==> src/rtl/if_stage.sv <==
// if_stage: RISC-V instruction fetch with credit-limited request/grant fetch and in-order fetch queue
module if_stage #(
    parameter logic [31:0] RESET_PC = 32'h0000_0000,
    parameter int          DEPTH    = 4
) (
    input  logic        clk,
    input  logic        rst_n,
    output logic        imem_req,
    output logic [31:0] imem_addr,
    input  logic        imem_gnt,
    input  logic        imem_rvalid,
    input  logic [31:0] imem_rdata,
    input  logic        redirect,
    input  logic [31:0] redirect_pc,
    input  logic        id_ready,
    output logic        if_valid,
    output logic [31:0] if_out,
    output logic [31:0] if_pc
);
    localparam int CW = $clog2(DEPTH) + 1;
    localparam int PW = $clog2(DEPTH);
    localparam logic [31:0] NOP = 32'h0000_0013;

    logic [31:0]   pc;
    logic [CW-1:0] inflight, discard, count;
    logic [CW:0]   used;
    logic [PW-1:0] fp_wr, fp_rd, q_hd, q_tl;
    logic [31:0]   fpc   [DEPTH];
    logic [31:0]   q_pc  [DEPTH];
    logic [31:0]   q_ins [DEPTH];
    logic          grant, rv, push, pop;
    logic          unused_low_bits;

    function automatic logic [PW-1:0] nxt(input logic [PW-1:0] p);
        return (p == PW'(DEPTH - 1)) ? '0 : p + PW'(1);
    endfunction

    // Credit uses registered counts only, so id_ready/imem_rvalid never reach imem_req
    assign used            = {1'b0, inflight} + {1'b0, count};
    assign imem_req        = rst_n && !redirect && (used < (CW+1)'(DEPTH));
    assign imem_addr       = pc;
    assign grant           = imem_req && imem_gnt;
    assign rv              = imem_rvalid && (inflight != '0);
    assign push            = rv && !redirect && (discard == '0);
    assign if_valid        = count != '0;
    assign pop             = if_valid && id_ready && !redirect;
    assign if_out          = if_valid ? q_ins[q_hd] : NOP;
    assign if_pc           = if_valid ? q_pc[q_hd] : 32'h0;
    assign unused_low_bits = ^redirect_pc[1:0];

    always_ff @(posedge clk or negedge rst_n) begin
        if (!rst_n) begin
            pc       <= RESET_PC;
            inflight <= '0;
            discard  <= '0;
            count    <= '0;
            fp_wr    <= '0;
            fp_rd    <= '0;
            q_hd     <= '0;
            q_tl     <= '0;
        end else begin
            if (grant) fp_wr <= nxt(fp_wr);
            if (rv) fp_rd <= nxt(fp_rd);
            inflight <= inflight + CW'(grant) - CW'(rv);
            if (redirect) begin
                // every response still outstanding after this cycle belongs to the old path
                pc      <= {redirect_pc[31:2], 2'b00};
                discard <= inflight - CW'(rv);
                count   <= '0;
                q_hd    <= q_tl;
            end else begin
                if (grant) pc <= pc + 32'd4;
                if (rv && discard != '0) discard <= discard - CW'(1);
                if (push) q_tl <= nxt(q_tl);
                if (pop) q_hd <= nxt(q_hd);
                count <= count + CW'(push) - CW'(pop);
            end
        end
    end

    always_ff @(posedge clk) begin
        if (grant) fpc[fp_wr] <= pc;
        if (push) begin
            q_pc[q_tl]  <= fpc[fp_rd];
            q_ins[q_tl] <= imem_rdata;
        end
    end
endmodule

==> config.mk <==
export PLATFORM = sky130hd
export DESIGN_NAME = if_stage
export DESIGN_NICKNAME = d
export VERILOG_FILES = /design/src/rtl/if_stage.sv
export SDC_FILE = /design/constraint.sdc
export NUM_CORES = 1
export LEC_CHECK = 0
export CAP_MARGIN = 5
export CORE_MARGIN = 2
export CORE_UTILIZATION = 29
export DETAILED_ROUTE_END_ITERATION = 16
export DONT_BUFFER_PORTS = 1
export HOLD_SLACK_MARGIN = 0.06
export PLACE_DENSITY = 0.55
export SETUP_SLACK_MARGIN = 0.15
export SLEW_MARGIN = 20
export SYNTH_ARGS = -nofsm -noshare
export SYNTH_HDL_FRONTEND = slang
export SYNTH_SLANG_ARGS = --single-unit
export TNS_END_PERCENT = 20
==> constraint.sdc <==
create_clock -name clk -period 3.78 [get_ports clk]
set_clock_uncertainty 0.1 [all_clocks]
set_input_delay 0.945 -clock clk [delete_from_list [all_inputs] [get_ports clk]]
set_output_delay 0.945 -clock clk [all_outputs]
set_load 0.005 [all_outputs]
======== Word level (Yosys, flattened, before mapping) ========
Memory sizes are Yosys's and may differ from the RTL's.
Cells that the tools add are included.
operators by class
  add/sub/neg operators ................... 12
  order comparisons ....................... 1
  eq/ne operators ......................... 4
  mux-type cells .......................... 17
  bitwise logic cells ..................... 1
  reductions and logical operators ........ 18
operators with widths
  kind                                                        number
  2-to-1 mux 32 bit                                           4
  adder 32 x 3 -> 32 bit, second input constant               1
  2-to-1 mux 2 bit                                            6
  logical AND 1 bit                                           9
  2-to-1 mux 3 bit                                            3
  nonzero test 3 bit                                          3
  subtractor 3 x 1 -> 3 bit                                   3
  adder 2 x 1 -> 2 bit, second input constant                 4
  equality test 2 bit, second input constant                  4
  adder 3 x 1 -> 3 bit                                        2
  nonzero test 2 bit                                          3
  adder 3 x 3 -> 4 bit                                        1
  less-than comparator 4 x 3 -> 1 bit, second input constant  1
  2-to-1 mux 1 bit                                            4
  logical NOT 3 bit                                           1
  subtractor 3 x 1 -> 3 bit, second input constant            1
  AND reduction 2 bit                                         1
  logical NOT 1 bit                                           1
  NOT 1 bit                                                   1
storage, ports and cells
  bits in registers ....................... 49
  memory bits (writable) .................. 384
  input port bits ......................... 70
  memories kept ........................... 3
memories
  name   words  width  read ports  clocked after Yosys merged registers in  write ports  RTL line  RTL
  fpc    4      32     1           0                                        1            28        logic [31:0] fpc [DEPTH];
  q_ins  4      32     1           0                                        1            30        logic [31:0] q_ins [DEPTH];
  q_pc   4      32     1           0                                        1            29        logic [31:0] q_pc [DEPTH];

======== Longest topological paths before layout ========
Gate-level depths: netlist of run 1.
  depth in word-level cells ............... 7
  mapped depth ............................ 11

======== Least setup slack after synthesis of run 1 ========
No wires, ideal clock.
  path type ............................... input port to flip-flop
  start ................................... in imem_rvalid
  end ..................................... mem q_ins[3][0] (enable)
  library setup time ...................... 0.427 ns
  data arrival time ....................... 3.032 ns
  required time ........................... 3.253 ns
  path slack .............................. 0.222 ns
  stages .................................. 3
  buffers on the path ..................... 0
  cells stage by stage .................... o31ai_1 nor4b_2 and2_1
between the ends
  longest elaborated chain between the ends .. 5
RTL lines
  item                                    RTL line  RTL
  start: declaration                      11        input logic imem_rvalid,
  logical AND 1 bit                       43        assign rv = imem_rvalid && (inflight != '0);
  logical AND 1 bit (2 in series)         44        assign push = rv && !redirect && (discard == '0);
  2-to-1 mux 1 bit                        83        if (push) begin
  2-to-1 mux 1 bit (not written as such)  85        q_ins[q_tl] <= imem_rdata;
  end: declaration                        30
Every way passes these cells.

======== Worst setup path in the final report of run 1 ========
  start ................................... reg q_hd[0]
  end ..................................... out if_pc[10]
between the ends
  longest elaborated chain between the ends .. 2
RTL lines
  item                      RTL line  RTL
  start: declaration        27        logic [PW-1:0] fp_wr, fp_rd, q_hd, q_tl;
  start signal: assignment  70        q_hd <= q_tl;
  start signal: assignment  75        if (pop) q_hd <= nxt(q_hd);
  memory (4 x 32 bit)       -
  2-to-1 mux 32 bit         48        assign if_pc = if_valid ? q_pc[q_hd] : 32'h0;
  end: declaration          18        output logic [31:0] if_pc
Every way passes these cells.

==> key figures, run 1 <==
Run status
  – Status: complete, no violations

Setup path
  – RR Startpoint: inflight[2]
  – Flop-to-flop setup slack: 830 ps
  – Crit Path Max Fanout: 14
  – Crit path capture type: primary output
  – CP arrival: 2320 ps
  – Kind of critical path: register to primary output
  – Worst Path Required: 2730 ps
  – R2R Path End: inflight[2]
  – Reg2Reg Depth: 9
  – Worst setup SP type: register

Routing
  – DRC viols: 0
  – Vias: 8174
  – Number of DRC markers in iteration 0: 503
  – Post-Route WL: 37000 microns
  – Post-DR vias/cell: 4.75
  – Final antenna-violating net count: 0
  – Drt pass-1 iters: 6
  – Wire per inst: 21.5 microns

Clocking
  – Clock-pin slew on the worst setup and hold paths: 60 ps
  – Clock latency on the worst-skew pair: 580 ps
  – Clk root buf: clkbuf_16
  – Htree depth: 2
  – CTS tree: done
  – TritonCTS buffer count: 47
  – Sink Count: 415
  – Longest Clk Path Bufs: 3

Power
  – Peak VDD IR: 292 uV
  – Pint: 0.00923 W
  – Sw frac: 28.6%
  – Gate power share: 21.3%
  – Sequential power share: 46.0%
  – Pwr/cell area: 673 nW/um^2
  – P_sw: 0.00370 W
  – Total chip power: 0.0129 W
  – Clock group share of total power: 32.7%
  – Leakage: 6.25 nW

Timing
  – RSZ-0062 raised after global routing: no
  – Final slew viol count: 0
  – Count of final setup violators: 0
  – Fin Setup TNS: 0 ps
  – Fmax: 0.297 GHz
  – Worst slew pin tran: 845 ps
  – Fin. Hold Viols: 0
  – Final period utilization: 89.1%
  – Tmin final: 3370 ps
  – Setup ws final: 411 ps
  – Max-slew headroom: 43.7%

Floorplanning
  – Die Area: 59600 sq um
  – Num rows: 88
  – Core box area: 57400 sq um
  – # IOs: 168
  – Width of the die: 244 microns
  – Die Span Y: 244 microns
  – Initial Util: 29.2%

Cells and area
  – Final core occ: 33.5%
  – Area delta synth->final: 14.9%
  – Nets: 1012
  – Sequential cell area: 12200 sq um
  – Share of cells above drive strength 1: 21.8%
  – Multi-input gate area: 4260 sq um
  – Final instance area: 19200 sq um
  – Fill count: 5492

Synth
  – Seq cells post-synth: 415
  – Post-synth EDFFs: 368
  – Prevailing post-synth register cell: edfxtp_1
  – Post-Synthesis Cells: 889
  – YS warnings: 0
  – Top cell type by total area after synthesis: edfxtp_1
  – Register area share after synthesis: 73.1%
  – Top-area cell type share of the netlist area: 66.1%
  – Synth async-reset ratio: 11.3%
  – Mean area per synthesized cell: 18.8 sq um
  – Cell area after synthesis: 16700 sq um
  – Yosys cell types: 56
  – Area contributors post-synth: edfxtp_1, mux4_2, dfrtp_1

GRT
  – First-pass GRT wire length: 56100 microns
  – Grt total ovfl: 0
  – Largest net degree at the start of global routing: 65
  – Initial antenna violation count: 1
  – GR Util All Layers: 12.5%
  – Vias in the first global route: 8690

Placed design
  – DP Wirelength: 22300 microns
  – Cell Area, Placed: 17700 sq um
  – Port bufs: 0
  – GP Congestion: 0.779
  – Place WS: 445 ps

Job
  – Max_cap viols: 0

Hold path
  – Worst hold path type: input port to async pin
==> cell families after synthesis <==
| family | after synthesis | synth area share [%] |
|---|---|---|
| and+or+nand+nor | 211 | 7.27 |
| other | 1 | 0.0224 |
| AOI/OAI and AO/OA | 68 | 2.87 |
| muxes | 101 | 12.9 |
| adders and majority gates | 23 | 1.81 |
| DFF | 415 | 73.1 |
| xor gates and xnor gates | 7 | 0.366 |
| buffers and inverters | 63 | 1.65 |
==> per-layer routing <==
metal	track usage, %	wire length, microns	share of wire, %
met5	0	0	0
met4	3.93	927	2.5
met3	3.84	2810	7.6
met2	19.6	17000	46
met1	16.7	16300	44
==> metrics by stage <==
| step | hold slack, ps | cells |
|---|---|---|
| 2_1_floorplan | 403 | 892 |
| 3_3_place_gp | 465 | 1633 |
| 3_5_place_dp | 448 | 1633 |
| 4_1_cts | 90.3 | 1718 |
| 5_1_grt | 96.8 | 1719 |
| 6_report | 110 | 1721 |
==> cells in the mapped netlist (9+ instances only) <==
cell        n
edfxtp_1  368
mux4_2     92
and2_1     68
dfrtp_1    47
nand2_1    47
ha_1       21
clkbuf_1   20
inv_1      17
buf_2      16
nand3_1    16
nor2_1     15
nor3_1     14
nand4_1    13
a221o_1    12
o21ai_0    11
o21ai_1    11
mux2i_1     9
==> how the worst max path moves through the flow <==
stage | cells past startpoint | slack (ps) | from | end
floorplan | 3 | 220 | imem_rvalid | q_ins[3][0]
global placement | 11 | 470 | count[1] | count[2]
detailed placement | 4 | 440 | count[1] | if_out[29]
CTS | 3 | 160 | q_hd[0] | if_pc[10]
global route | 3 | 260 | q_hd[0] | if_out[3]
finish | 3 | 410 | q_hd[0] | if_pc[10]
==> power groups by stage <==
stage	clock [W]	sequential [W]	combinational (W)
after floorplan	0	0.00578	0.00215
after global placement	0	0.00607	0.00275
after detailed placement	0	0.00609	0.00279
after CTS	0.00438	0.00599	0.00281
after global routing	0.00454	0.00601	0.00307
final	0.00422	0.00595	0.00276
==> placed cells by master, fill, tap and decap left out, drive strengths merged, types with 3 or more instances in the layout <==
cell      netlist  final
a21oi           6      6
a221o          12     12
a22oi           5      5
and2           69     69
and3            5      5
buf            24     22
clkbuf         20     59
clkinv          0     15
clkinvlp        0      4
conb            1      4
dfrtp          47     47
edfxtp        368    368
ha             21     21
inv            19     24
mux2i           9      9
mux4           92     92
nand2          48     48
nand2b          3      3
nand3          17     17
nand4          14     14
nor2           15     15
nor3           17     17
nor4            4      4
o211ai          6      6
o21ai          22     22
o311ai          6      6
or2             4      4
or3             7      7
xnor2           4      4
xor2            3      3
==> state kept, by name (all words and copies together), names as in the netlist <==
register / flops
q_hd: 2
fpc: 120
q_ins: 128
q_tl: 2
fp_wr: 2
q_pc: 120
imem_addr: 30
count: 3
discard: 3
fp_rd: 2
inflight: 3
==> layout make-up <==
| class | instances | share of cell area [%] |
|---|---|---|
| Sequential cell | 415 | 63.6 |
| Multi-Input combinational cell | 414 | 22.2 |
| Clock buffer | 59 | 6.46 |
| Tap cell | 765 | 4.98 |
| Timing Repair Buffer | 22 | 1.39 |
| Clock inverter | 25 | 0.957 |
| Inverter | 19 | 0.371 |
| Antenna cell | 2 | 0.0260 |
==> what timing repair did <==
action,in CTS,in global routing
setup buffers,0,1
cloned,0,0
hold endpoints to repair,47,0
hold buffers,1,0
endpoints found under the setup margin,46,57
resized for setup,1,1
==> worst max-delay path: stages, from the launching register on <==
cell     delay (ps)
dfrtp_4         620
buf_4           370
mux4_2          550
and2_1          200
Note: power is estimated with default switching activity, not from simulation.
==> run 2: changes to the inputs <==
--- a/config.mk
+++ b/config.mk
@@ -7,11 +7,11 @@
 export LEC_CHECK = 0
 export CAP_MARGIN = 5
 export CORE_MARGIN = 2
-export CORE_UTILIZATION = 29
+export CORE_UTILIZATION = 60
 export DETAILED_ROUTE_END_ITERATION = 16
 export DONT_BUFFER_PORTS = 1
 export HOLD_SLACK_MARGIN = 0.06
-export PLACE_DENSITY = 0.55
+export PLACE_DENSITY = 0.88
 export SETUP_SLACK_MARGIN = 0.15
 export SLEW_MARGIN = 20
 export SYNTH_ARGS = -nofsm -noshare
==> run 2 against run 1 <==
Combinational power fell by 5%. Largest cell class unchanged. Die area fell by 51%. Register-to-register slack lost 40 ps. Total power down 2.9%. Sequential share of layout area rose by 2.0 points. Highest routed layer unchanged.
==> key figures, run 2 (synthesis gave the netlist of run 1 again) <==
Setup path
  – Reg2Reg Depth: 9
  – Kind of critical path: register to primary output
  – RR Startpoint: inflight[2]
  – Crit Path Max Fanout: 60
  – Worst Path Required: 2730 ps
  – Worst setup SP type: register
  – Crit path capture type: primary output
  – CP arrival: 2410 ps
  – Flop-to-flop setup slack: 790 ps
  – R2R Path End: inflight[2]

Clocking
  – Clock latency on the worst-skew pair: 540 ps
  – Clk root buf: clkbuf_16
  – Sink Count: 415
  – Clock-pin slew on the worst setup and hold paths: 60 ps
  – Htree depth: 2
  – Longest Clk Path Bufs: 3
  – CTS tree: done
  – TritonCTS buffer count: 41

Routing
  – Drt pass-1 iters: 5
  – Number of DRC markers in iteration 0: 677
  – DRC viols: 0
  – Post-Route WL: 33400 microns
  – Final antenna-violating net count: 0
  – Vias: 8368
  – Wire per inst: 25.2 microns
  – Post-DR vias/cell: 6.33

Hold path
  – Worst hold path type: input port to async pin

Floorplanning
  – Num rows: 61
  – Die Area: 29200 sq um
  – Die Span Y: 171 microns
  – Initial Util: 60.5%
  – # IOs: 168
  – Width of the die: 171 microns
  – Core box area: 27600 sq um

GRT
  – Vias in the first global route: 8713
  – GR Util All Layers: 23.2%
  – First-pass GRT wire length: 50800 microns
  – Grt total ovfl: 0
  – Largest net degree at the start of global routing: 61
  – Initial antenna violation count: 0

Run status
  – Status: complete, no violations

Placed design
  – Place WS: 565 ps
  – GP Congestion: 0.875
  – DP Wirelength: 19800 microns
  – Port bufs: 0

Timing
  – Setup ws final: 325 ps
  – Count of final setup violators: 0
  – Final period utilization: 91.4%
  – Final slew viol count: 0
  – Tmin final: 3460 ps
  – Worst slew pin tran: 770 ps
  – Fmax: 0.289 GHz
  – Fin. Hold Viols: 0
  – Max-slew headroom: 48.5%
  – RSZ-0062 raised after global routing: no
  – Fin Setup TNS: 0 ps

Job
  – Max_cap viols: 0

Cells and area
  – Biggest regs: q_ins: 128 flops, fpc: 120 flops, q_pc: 120 flops
  – Most common cell after layout, fill and taps aside: edfxtp_1
  – Nets: 1009
  – Fill count: 1747
  – Largest Register: q_ins
  – Most frequent cells in the layout: edfxtp_1, mux4_2, and2_1
  – Share of cells above drive strength 1: 20.7%
  – Area delta synth->final: 11.5%
  – Antenna cells: 0
  – Largest register FFs: 128

Power
  – Pint: 0.00910 W
  – Leakage: 6.21 nW
  – P_sw: 0.00346 W
  – Clock group share of total power: 31.2%
  – Sw frac: 27.5%
  – Peak VDD IR: 384 uV
  – Sequential power share: 48.0%
  – Pwr/cell area: 673 nW/um^2
  – Gate power share: 20.8%
[run 2: cell types whose count changed in the layout (fill, tap and decap cells not counted), moves of 2 or more]
cell / before / now
diode_2: 2 / 0
buf_12: 6 / 10
clkbuf_1: 11 / 13
bufinv_16: 1 / 4
clkinvlp_4: 4 / 1
inv_6: 5 / 1
clkinv_1: 8 / 6
and2_4: 4 / 0
clkbuf_16: 48 / 41
dfrtp_2: 3 / 1
and2_2: 0 / 4
[run 2: layer usage]
layer / up-vias / part of all wire [%] / global-route usage (%) / wire length [microns]
li1: 3606 / - / - / -
met2: 416 / 49 / 38.2 / 16500
met4: 0 / 2.1 / 6.60 / 690
met1: 4288 / 40 / 31.1 / 13300
met5: - / 0 / 0 / 0
met3: 58 / 8.9 / 6.11 / 2960
[run 2: through the flow]
| stage | util, % | total power (W) | std cells | area (sq um) | hold slack (ps) |
|---|---|---|---|---|---|
| 2_1_floorplan | - | 0.00793 | 892 | 16700 | 403 |
| 3_3_place_gp | 62.6 | 0.00853 | 1249 | 17300 | 443 |
| 3_5_place_dp | 62.6 | 0.00868 | 1249 | 17300 | 445 |
| 4_1_cts | 67.4 | 0.0126 | 1322 | 18600 | 147 |
| 5_1_grt | 67.5 | 0.0131 | 1323 | 18600 | 157 |
| 6_report | 67.5 | 0.0126 | 1323 | 18600 | 150 |
[run 2: layout make-up]
class | instances | area, sq um | area share, %
sequential | 415 | 12200 | 65.6
multi-input combinational | 414 | 4250 | 22.8
tap | 378 | 473 | 2.54
timing repair buffer | 25 | 333 | 1.79
clock inverter | 18 | 211 | 1.13
inverter | 19 | 71.3 | 0.383
clock buffer | 54 | 1070 | 5.76
[run 2: timing repair]
| action | in CTS | in global routing |
|---|---|---|
| buffers inserted | 0 | 1 |
| resized for setup | 0 | 0 |
| hold endpoints to repair | 47 | 0 |
| hold buffers | 1 | 0 |
| setup endpoints to repair | 0 | 31 |
[run 2: worst max path at each step]
stage / end / from / cells after the start
5_1_grt: if_pc[24] / count[1] / 4
4_1_cts: if_pc[6] / q_hd[0] / 3
3_3_place_gp: count[2] / imem_rvalid / 10
6_report: if_pc[24] / count[1] / 4
2_1_floorplan: q_ins[3][0] / imem_rvalid / 3
3_5_place_dp: count[2] / imem_rvalid / 10
[run 2: critical path, cell delays in order, from the launching register on]
cell and delay, ps:
dfrtp_1 460, nor3_1 620, inv_1 160, buf_4 340, and2_1 280
[run 2: power by group through the flow]
| stage | clock network (W) | logic (W) | registers (W) |
|---|---|---|---|
| after floorplan | 0 | 0.00215 | 0.00578 |
| after global placement | 0 | 0.00240 | 0.00613 |
| after detailed placement | 0 | 0.00251 | 0.00616 |
| after CTS | 0.00396 | 0.00257 | 0.00608 |
| after global routing | 0.00414 | 0.00285 | 0.00609 |
| final | 0.00391 | 0.00262 | 0.00603 |
==> run 3: changes to the inputs <==
--- a/config.mk
+++ b/config.mk
@@ -5,12 +5,13 @@
 export SDC_FILE = /design/constraint.sdc
 export NUM_CORES = 1
 export LEC_CHECK = 0
+export ABC_AREA = 1
 export CAP_MARGIN = 5
 export CORE_MARGIN = 2
 export CORE_UTILIZATION = 60
 export DETAILED_ROUTE_END_ITERATION = 16
 export DONT_BUFFER_PORTS = 1
-export HOLD_SLACK_MARGIN = 0.06
+export HOLD_SLACK_MARGIN = 0.05
 export PLACE_DENSITY = 0.88
 export SETUP_SLACK_MARGIN = 0.15
 export SLEW_MARGIN = 20
==> run 3 against run 2 <==
Setup slack better by 120 ps. Sequential power decreased by 1%. Largest cell class unchanged. Design area rose by 3.1%. Critical endpoint is now if_out[12]. Non-clock buffer count increased by 4. Final cell count grew 46%. Clock-buffer cell count rose by 1.
==> key figures, run 3 <==
Setup path
  – Cells along the critical path: nor2_1 -> nand2_1 -> inv_2 -> buf_12 -> a21oi_1
  – CP arrival: 2290 ps
  – Kind of critical path: register to primary output
  – Critical Path Max Stage Delay: 610 ps
  – Worst Path Required: 2730 ps
  – CP max stage cell: inv_2
  – Crit path capture type: primary output
  – Crit. Startpoint: count[1]
  – Buffers & Inverters on Critical Path: 2
  – CP delay by family, top: buffers and inverters
  – RR Startpoint: inflight[2]
  – Worst setup SP type: register
  – Crit Path Max Fanout: 36

Timing
  – Final slew viol count: 0
  – Final period utilization: 88.1%
  – Fin. Hold Viols: 0
  – Fin Setup TNS: 0 ps
  – Tmin final: 3330 ps
  – Max-slew headroom: 32.9%
  – RSZ-0062 raised after global routing: no
  – Fmax: 0.300 GHz
  – Worst slew pin tran: 1010 ps
  – Count of final setup violators: 0

Power
  – P_sw: 0.00478 W
  – Total chip power: 0.0138 W
  – Leakage: 6.84 nW
  – Peak VDD IR: 462 uV
  – Clock group share of total power: 28.3%
  – Sequential power share: 43.2%
  – Sw frac: 34.6%
  – Gate power share: 28.5%
  – Pwr/cell area: 719 nW/um^2
  – Pint: 0.00904 W

Synth
  – Post-Synthesis Cells: 1526
  – Top cell type by total area after synthesis: edfxtp_1
  – Yosys cell types: 37
  – Register area share after synthesis: 70.2%
  – Adder-Cell Fraction of Synth Area: 1.74%
  – Top-count cell post-synth: edfxtp_1
  – Seq cells post-synth: 415
  – Cell area after synthesis: 17400 sq um
  – Prevailing post-synth register cell: edfxtp_1
  – Post-synth EDFFs: 368
  – YS warnings: 0
  – Mean area per synthesized cell: 11.4 sq um
  – Area contributors post-synth: edfxtp_1, nor2_1, dfrtp_1
  – Commonest cells in the synthesized netlist: edfxtp_1, nor2_1, o21ai_0
  – Largest family of logic cells by synthesized area: simple AND/OR/NAND/NOR gates
  – Synth async-reset ratio: 11.3%
  – Synth Area in XOR/XNOR: 0.604%
  – Synth Area in Simple Gates: 14.5%
  – Compound-Gate Fraction of Synth Area: 9.09%
  – Top-area cell type share of the netlist area: 63.5%
  – Mux cell area share after synthesis: 0%

Cells and area
  – Nets: 1613
  – Most common cell after layout, fill and taps aside: edfxtp_1
  – Share of cells above drive strength 1: 7.62%
  – Largest Register: q_ins
  – Area delta synth->final: 10.4%
  – Final instance area: 19200 sq um
  – Most frequent cells in the layout: edfxtp_1, nor2_1, o21ai_0
  – Antenna cells: 0
  – Fill count: 1929
  – Biggest regs: q_ins: 128 flops, fpc: 120 flops, q_pc: 120 flops
  – Largest register FFs: 128

Clocking
  – Htree depth: 2
  – Clk root buf: clkbuf_16
  – Sink Count: 415
  – Postcts setup bufs: 0
  – TritonCTS buffer count: 42
  – Clock-pin slew on the worst setup and hold paths: 60 ps
  – Clock latency on the worst-skew pair: 550 ps
  – CTS tree: done
  – Longest Clk Path Bufs: 3

GRT
  – GR Util All Layers: 24.4%
  – Grt total ovfl: 0
  – Largest net degree at the start of global routing: 128
  – Vias in the first global route: 11134
  – First-pass GRT wire length: 57900 microns
  – Initial antenna violation count: 0

Routing
  – Post-DR vias/cell: 5.86
  – Vias: 11323
  – Number of DRC markers in iteration 0: 1230
  – DRC viols: 0
  – Drt pass-1 iters: 5
  – Wire per inst: 19.3 microns
  – Post-Route WL: 37300 microns
  – Final antenna-violating net count: 0

Placed design
  – DP Wirelength: 22100 microns
  – GP Congestion: 0.878
  – Port bufs: 0
  – Cell Area, Placed: 17900 sq um

Floorplanning
  – Num rows: 62
  – Initial Util: 60.8%
  – Core box area: 28600 sq um
  – Die Area: 30400 sq um
  – Width of the die: 174 microns
  – # IOs: 168
  – Die Span Y: 174 microns

Run status
  – Status: complete, no violations

Hold path
  – Worst hold path type: input port to async pin

Job
  – Max_cap viols: 0
==> run 3: cell types whose count changed after synthesis, sizes merged, moves of 47 or more <==
cell	delta
inv	+49
and2	-68
mux4	-92
nand2	+135
nand3	+47
nor2	+355
a21oi	+58
o21ai	+170
==> run 3: area by class of cell <==
class                      count  area [sq um]  area share (%)
sequential                   415         12200            63.7
multi-input combinational    961          4570            23.8
clock buffer                  55          1120            5.83
tap                          384           480            2.50
timing repair buffer          29           375            1.95
inverter                      71           269            1.40
clock inverter                18           166           0.866
==> run 3: power by group through the flow <==
| stage | clock network [W] | registers, W | logic [W] |
|---|---|---|---|
| after floorplan | 0 | 0.00592 | 0.00275 |
| after global placement | 0 | 0.00602 | 0.00367 |
| after detailed placement | 0 | 0.00605 | 0.00387 |
| after CTS | 0.00395 | 0.00596 | 0.00392 |
| after global routing | 0.00413 | 0.00601 | 0.00435 |
| final | 0.00391 | 0.00597 | 0.00394 |
==> run 3: stage by stage <==
| step | setup WS, ps | utilization (%) | cells | hold WS [ps] |
|---|---|---|---|---|
| floorplan | 37.4 | - | 1529 | 353 |
| global placement | 895 | 62.5 | 1859 | 369 |
| detailed placement | 839 | 62.5 | 1859 | 396 |
| CTS | 417 | 67.1 | 1933 | 153 |
| global route | 316 | 67.1 | 1933 | 166 |
| finish | 449 | 67.1 | 1933 | 150 |
==> run 3: cells by family after synthesis <==
kind of cell,after synthesis
buffers and inverters,153
adder cells (fa/ha/maj),23
AO/OA/AOI/OAI,299
other,1
flip-flops,415
AND/OR/NAND/NOR,623
XOR/XNOR,12
==> run 3: worst paths after layout <==
check / slack [ps] / cells after the start / end
hold / removal: 150 / 1 / discard[2]
min in group clk: 360 / 1 / count[0]
max in group asynchronous: 3180 / 1 / imem_addr[4]
hold reg to reg: 460 / 2 / discard[2]
setup reg to reg: 1280 / 9 / inflight[2]
setup / recovery: 450 / 5 / if_out[12]
==> run 3: layer usage <==
layer  vias up  track usage, %  share of wire, %
met1      5487            31.2                40
met3        78            5.16               8.5
li1       5267               -                 -
met5         -               0                 0
met2       491            40.8                49
met4         0            10.4               2.9
==> run 3: timing repair <==
| item | 4_1_cts | 5_1_grt |
|---|---|---|
| hold buffers | 1 | 0 |
| hold endpoints to repair | 47 | 0 |
| gates resized for setup | 0 | 0 |
